## src/rtl/uart_tx.sv

```systemverilog
// rtl/uart_tx.sv - UART transmitter with TX FIFO; optional parity bit via UART_TX_PARITY_EN
module uart_tx #(
  parameter int DataWidth = 8,
  parameter int FifoDepth = 4,
  parameter int ParityOdd = 0
) (
  input  logic                 clk_i,
  input  logic                 rst_ni,
  input  logic                 baud_clk_i,
  input  logic [DataWidth-1:0] data_i,
  input  logic                 valid_i,
  output logic                 ready_o,
  output logic                 txd_o,
  output logic                 busy_o,
  output logic                 done_o
);

  localparam int PtrW = $clog2(FifoDepth);
  localparam int CntW = PtrW + 1;
  localparam int BitW = (DataWidth > 1) ? $clog2(DataWidth) : 1;

  localparam logic [2:0] ST_IDLE   = 3'd0;
  localparam logic [2:0] ST_START  = 3'd1;
  localparam logic [2:0] ST_DATA   = 3'd2;
  localparam logic [2:0] ST_STOP   = 3'd4;
`ifdef UART_TX_PARITY_EN
  localparam logic [2:0] ST_PARITY = 3'd3;
`endif

  logic [DataWidth-1:0] r_mem [FifoDepth];
  logic [PtrW-1:0]      r_wptr;
  logic [PtrW-1:0]      r_rptr;
  logic [CntW-1:0]      r_count;
  logic [2:0]           r_state;
  logic [DataWidth-1:0] r_sreg;
  logic [BitW-1:0]      r_bitcnt;
  logic                 r_txd;

  logic                 w_push;
  logic                 w_pop;
  logic                 w_nempty;
  logic                 w_load_slot;
  logic [DataWidth-1:0] w_head;

  assign w_nempty    = (r_count != '0);
  assign ready_o     = (r_count != CntW'(FifoDepth));
  assign w_push      = valid_i && ready_o;
  // A byte leaves the FIFO only when the line is free for a new start bit.
  assign w_load_slot = (r_state == ST_IDLE) || (r_state == ST_STOP);
  assign w_pop       = baud_clk_i && w_load_slot && w_nempty;
  assign w_head      = r_mem[r_rptr];

  assign txd_o  = r_txd;
  assign busy_o = (r_state != ST_IDLE) || w_nempty;
  assign done_o = baud_clk_i && (r_state == ST_STOP);

  // FIFO storage; contents need no reset since the count gates every read.
  always_ff @(posedge clk_i) begin
    if (w_push) begin
      r_mem[r_wptr] <= data_i;
    end
  end

  // FIFO pointers and occupancy; simultaneous push and pop leave the count unchanged.
  always_ff @(posedge clk_i or negedge rst_ni) begin
    if (!rst_ni) begin
      r_wptr  <= '0;
      r_rptr  <= '0;
      r_count <= '0;
    end else begin
      if (w_push) begin
        r_wptr <= r_wptr + PtrW'(1);
      end
      if (w_pop) begin
        r_rptr <= r_rptr + PtrW'(1);
      end
      case ({w_push, w_pop})
        2'b10:   r_count <= r_count + CntW'(1);
        2'b01:   r_count <= r_count - CntW'(1);
        default: r_count <= r_count;
      endcase
    end
  end

`ifdef UART_TX_PARITY_EN
  logic r_parity;

  // Capture the frame's parity when its byte is loaded.
  always_ff @(posedge clk_i or negedge rst_ni) begin
    if (!rst_ni) begin
      r_parity <= 1'b0;
    end else if (w_pop) begin
      r_parity <= (^w_head) ^ (ParityOdd != 0);
    end
  end
`else
  logic w_unused_parity_odd;
  assign w_unused_parity_odd = (ParityOdd != 0);
`endif

  // Frame sequencer: every line bit advances on one baud tick; the line is registered.
  always_ff @(posedge clk_i or negedge rst_ni) begin
    if (!rst_ni) begin
      r_state  <= ST_IDLE;
      r_sreg   <= '0;
      r_bitcnt <= '0;
      r_txd    <= 1'b1;
    end else if (baud_clk_i) begin
      case (r_state)
        ST_IDLE: begin
          r_txd <= 1'b1;
          if (w_nempty) begin
            r_sreg  <= w_head;
            r_txd   <= 1'b0;
            r_state <= ST_START;
          end
        end
        ST_START: begin
          r_txd    <= r_sreg[0];
          r_sreg   <= r_sreg >> 1;
          r_bitcnt <= '0;
          r_state  <= ST_DATA;
        end
        ST_DATA: begin
          if (r_bitcnt == BitW'(DataWidth - 1)) begin
`ifdef UART_TX_PARITY_EN
            r_txd   <= r_parity;
            r_state <= ST_PARITY;
`else
            r_txd   <= 1'b1;
            r_state <= ST_STOP;
`endif
          end else begin
            r_txd    <= r_sreg[0];
            r_sreg   <= r_sreg >> 1;
            r_bitcnt <= r_bitcnt + BitW'(1);
          end
        end
`ifdef UART_TX_PARITY_EN
        ST_PARITY: begin
          r_txd   <= 1'b1;
          r_state <= ST_STOP;
        end
`endif
        ST_STOP: begin
          // Chain straight into the next start bit when more data is queued.
          if (w_nempty) begin
            r_sreg  <= w_head;
            r_txd   <= 1'b0;
            r_state <= ST_START;
          end else begin
            r_txd   <= 1'b1;
            r_state <= ST_IDLE;
          end
        end
        default: begin
          r_txd   <= 1'b1;
          r_state <= ST_IDLE;
        end
      endcase
    end
  end

endmodule

```

## config.mk

```make
export PLATFORM = sky130hd
export DESIGN_NAME = uart_tx
export DESIGN_NICKNAME = d
export VERILOG_FILES = /design/src/rtl/uart_tx.sv
export SDC_FILE = /design/constraint.sdc
export NUM_CORES = 1
export LEC_CHECK = 0
export CAP_MARGIN = 25
export CORE_UTILIZATION = 45
export DETAILED_ROUTE_END_ITERATION = 7
export HOLD_SLACK_MARGIN = 0.1
export SYNTH_ARGS = -nofsm -noshare
export SYNTH_HDL_FRONTEND = slang
export SYNTH_SLANG_ARGS = --single-unit
export TNS_END_PERCENT = 100
```

## constraint.sdc

```tcl
create_clock -name clk_i -period 5.15 [get_ports clk_i]
set_input_delay 1.03 -clock clk_i [delete_from_list [all_inputs] [get_ports clk_i]]
set_output_delay 1.03 -clock clk_i [all_outputs]
set_load 0.1 [all_outputs]
```

==> flow_summary_export.csv <==
group,metric,value,unit
clock_network,root_buffer,"clkbuf_8",
hold_path,whs_path_depth,1,
yosys,ys_top_cells_by_count,"32 x edfxtp_1, 21 x dfrtp_1, 17 x mux2_2",
grt,grt_max_degree,23,
timing,period_share,0.715,
critical_path,critPathBufInv,1,
timing,fin_ws,1.47,ns
floorplan,die_w,74.8,µm
clock_network,postCtsSetupBuffers,0,
cells_and_area,drive_gt1_frac,0.173,
yosys,synth_largest_area_cell,"edfxtp_1",
clock_network,cts_tree,"built",
yosys,synth_area_leaders,"edfxtp_1 40%, dfrtp_1 22%, mux2_2 8.0%",
cells_and_area,fillCellCount,440,
critical_path,cp-start-kind,"flop",
timing,clock.fmax,272,MHz
routing,wire_per_inst,16.3,µm
clock_network,clk_latency,0.30,ns
routing,viasPerCell,5.39,
placed_design,gp_congestion,0.828,
critical_path,critical_path_required,4.12,ns
routing,drc_errors,0,
timing,worstMarginPinSlew,1.02,ns
critical_path,crit_path_cell_trace,"or2_2 > or3_1 > clkdlybuf4s50_1",
critical_path,critPathCaptureType,"output pin",
grt,antenna_found_initial,0,
power,peakVddDrop,0.242,mV
critical_path,slowest_stage,"clkdlybuf4s50_1",
critical_path,reg2regPathDepth,8,
critical_path,crit_type,"flop to output pin",
timing,rsz0062_at_grt,"no",
cells_and_area,final_cells,249,
flow_run,maxCapViolCount,0,
timing,fin_crit,3.68,ns
placed_design,portBuffers,15,
cells_and_area,nets,198,
cells_and_area,multi_input_area,808,µm²
cells_and_area,register_area,1510,µm²
yosys,ys_ff_latch,54,
clock_network,holdBufCountCts,0,
floorplan,die-height,74.8,µm
yosys,yosysTopAreaCellShare,0.403,
clock_network,htree_levels,2,
power,p_leak,0.00105,µW
grt,grtUsageTotal,0.167,
yosys,synth_cell_types,34,
grt,grt_pass1_wl,6610,µm
timing,slew_viol_final,0,
yosys,syn_avg_cell_area,14.7,µm²
critical_path,r2r_end,"r_count[2]",
power,powerDensity,585,nW/µm²
clock_network,path_clk_slew,0.09,ns
critical_path,r2r_setup_slack,2.94,ns
floorplan,num_rows,26,
hold_path,hold_path_startpoint,"r_sreg[5]",
timing,clock_skew,0.00869,ns
grt,grt-ovfl-total,0,
routing,drt-total-wl,4050,µm
critical_path,critical-path-max-stage-delay,0.97,ns
yosys,synth_most_common_cell,"edfxtp_1",
critical_path,cp_top_family,"buffers and inverters",
routing,antenna_left,0,
yosys,ys_seq_area_frac,0.634,
cells_and_area,antenna_cells,0,
yosys,async_flop_share,0.407,
yosys,synth_edf_count,32,
yosys,syn_area,2390,µm²
clock_network,cts_inserted_buffers,5,
cells_and_area,utilization,0.530,
hold_path,min_to,"r_sreg[5]",
routing,vias,1341,
floorplan,start_util,0.467,
placed_design,dp_cells,240,
routing,dr.first_iter.drc_count,52,
timing,relSlewSlack,0.320,
timing,setup_tns,0,ns
critical_path,r2r-start,"r_count[0]",
placed_design,place_hpwl,2810,µm
timing,setup_viol,0,
timing,whs,0.518,ns
cells_and_area,syn_to_final_growth,13.5,%
grt,first_global_vias,1378,
clock_network,clkSinkCount,54,
timing,hold_viol,0,
floorplan,dieArea,5600,µm²
yosys,ys_warn_count,0,
floorplan,core_area,5110,µm²
placed_design,place_ws,1.80,ns
hold_path,hp-class,"flop to flop",
floorplan,io_pins,16,
critical_path,worstPathArrival,2.65,ns
clock_network,clk_path_buf_depth,2,
outcome,status,"finished, final reports clean",
clock_network,ctsResizeCount,0,
yosys,syn-instance-count,162,
yosys,syn_nets,182,
routing,drt_first_pass_iters,4,
critical_path,crit_path_max_fanout,16,
yosys,synth_ff_type,"edfxtp_1",
[cell usage in the layout (no fill, tap or decap), drive strengths merged, types with 6 or more instances in the layout]
| cell type | count |
|---|---|
| mux2i | 8 |
| dfrtp | 21 |
| edfxtp | 32 |
| clkbuf | 6 |
| clkdlybuf4s50 | 14 |
| a22oi | 7 |
| o31ai | 8 |
| ha | 7 |
| mux2 | 17 |
| inv | 8 |
[state kept, by name, summed over array words and instances, names as in the netlist]
signal    cells
r_rptr        2
r_sreg        8
r_state       3
r_count       3
r_wptr        2
txd_o         1
r_mem        32
r_bitcnt      3
[metal layers]
metal | share of wire | vias up | GRT usage
li1 | - | 639 | -
met1 | 0.44 | 671 | 0.204
met2 | 0.51 | 25 | 0.282
met3 | 0.035 | 6 | 0.0428
met4 | 0.012 | 0 | 0.0755
met5 | 0 | - | 0
[worst reg2reg max path, cell delays in order, from the launching register on]
cell and delay, ns:
dfrtp_1 0.46, or3_1 0.42, nand3_1 0.18, inv_1 0.09
ha_1 0.22, fa_1 0.38, xnor2_1 0.13, nor2_1 0.11
xor2_1 0.15
[cell type report]
| class | instances | area share |
|---|---|---|
| Multi-Input combinational cell | 93 | 0.299 |
| Timing Repair Buffer | 16 | 0.0601 |
| Clock inverter | 2 | 0.0125 |
| Inverter | 8 | 0.0111 |
| Clock buffer | 6 | 0.0268 |
| Tap cell | 70 | 0.0323 |
| Sequential cell | 54 | 0.559 |
[report_power, final]
group	internal, µW	switching [µW]
clock network	144	127
registers	601	132
logic	273	308
total	1020	566
[logic make-up after synthesis]
| kind of cell | Yosys count | synth area share |
|---|---|---|
| AOI/OAI and AO/OA | 27 | 0.0881 |
| xor gates and xnor gates | 7 | 0.0257 |
| adders and majority gates | 8 | 0.0451 |
| buffers and inverters | 15 | 0.0273 |
| DFF | 54 | 0.634 |
| muxes | 26 | 0.123 |
| and+or+nand+nor | 25 | 0.0566 |
[worst max-delay path by stage]
stage / cells past startpoint / from / end
CTS: 3 / r_state[0] / busy_o
finish: 3 / r_state[0] / busy_o
global route: 3 / r_state[0] / busy_o
global placement: 3 / r_state[0] / busy_o
detailed placement: 3 / r_state[0] / busy_o
floorplan: 2 / baud_clk_i / done_o
[through the flow]
stage	cell area (µm²)	power (µW)
after floorplan	2390	1180
after global placement	2590	1290
after detailed placement	2590	1330
after CTS	2690	1600
after global routing	2710	1680
final	2710	1580
Power figures use the tool's default switching activity.
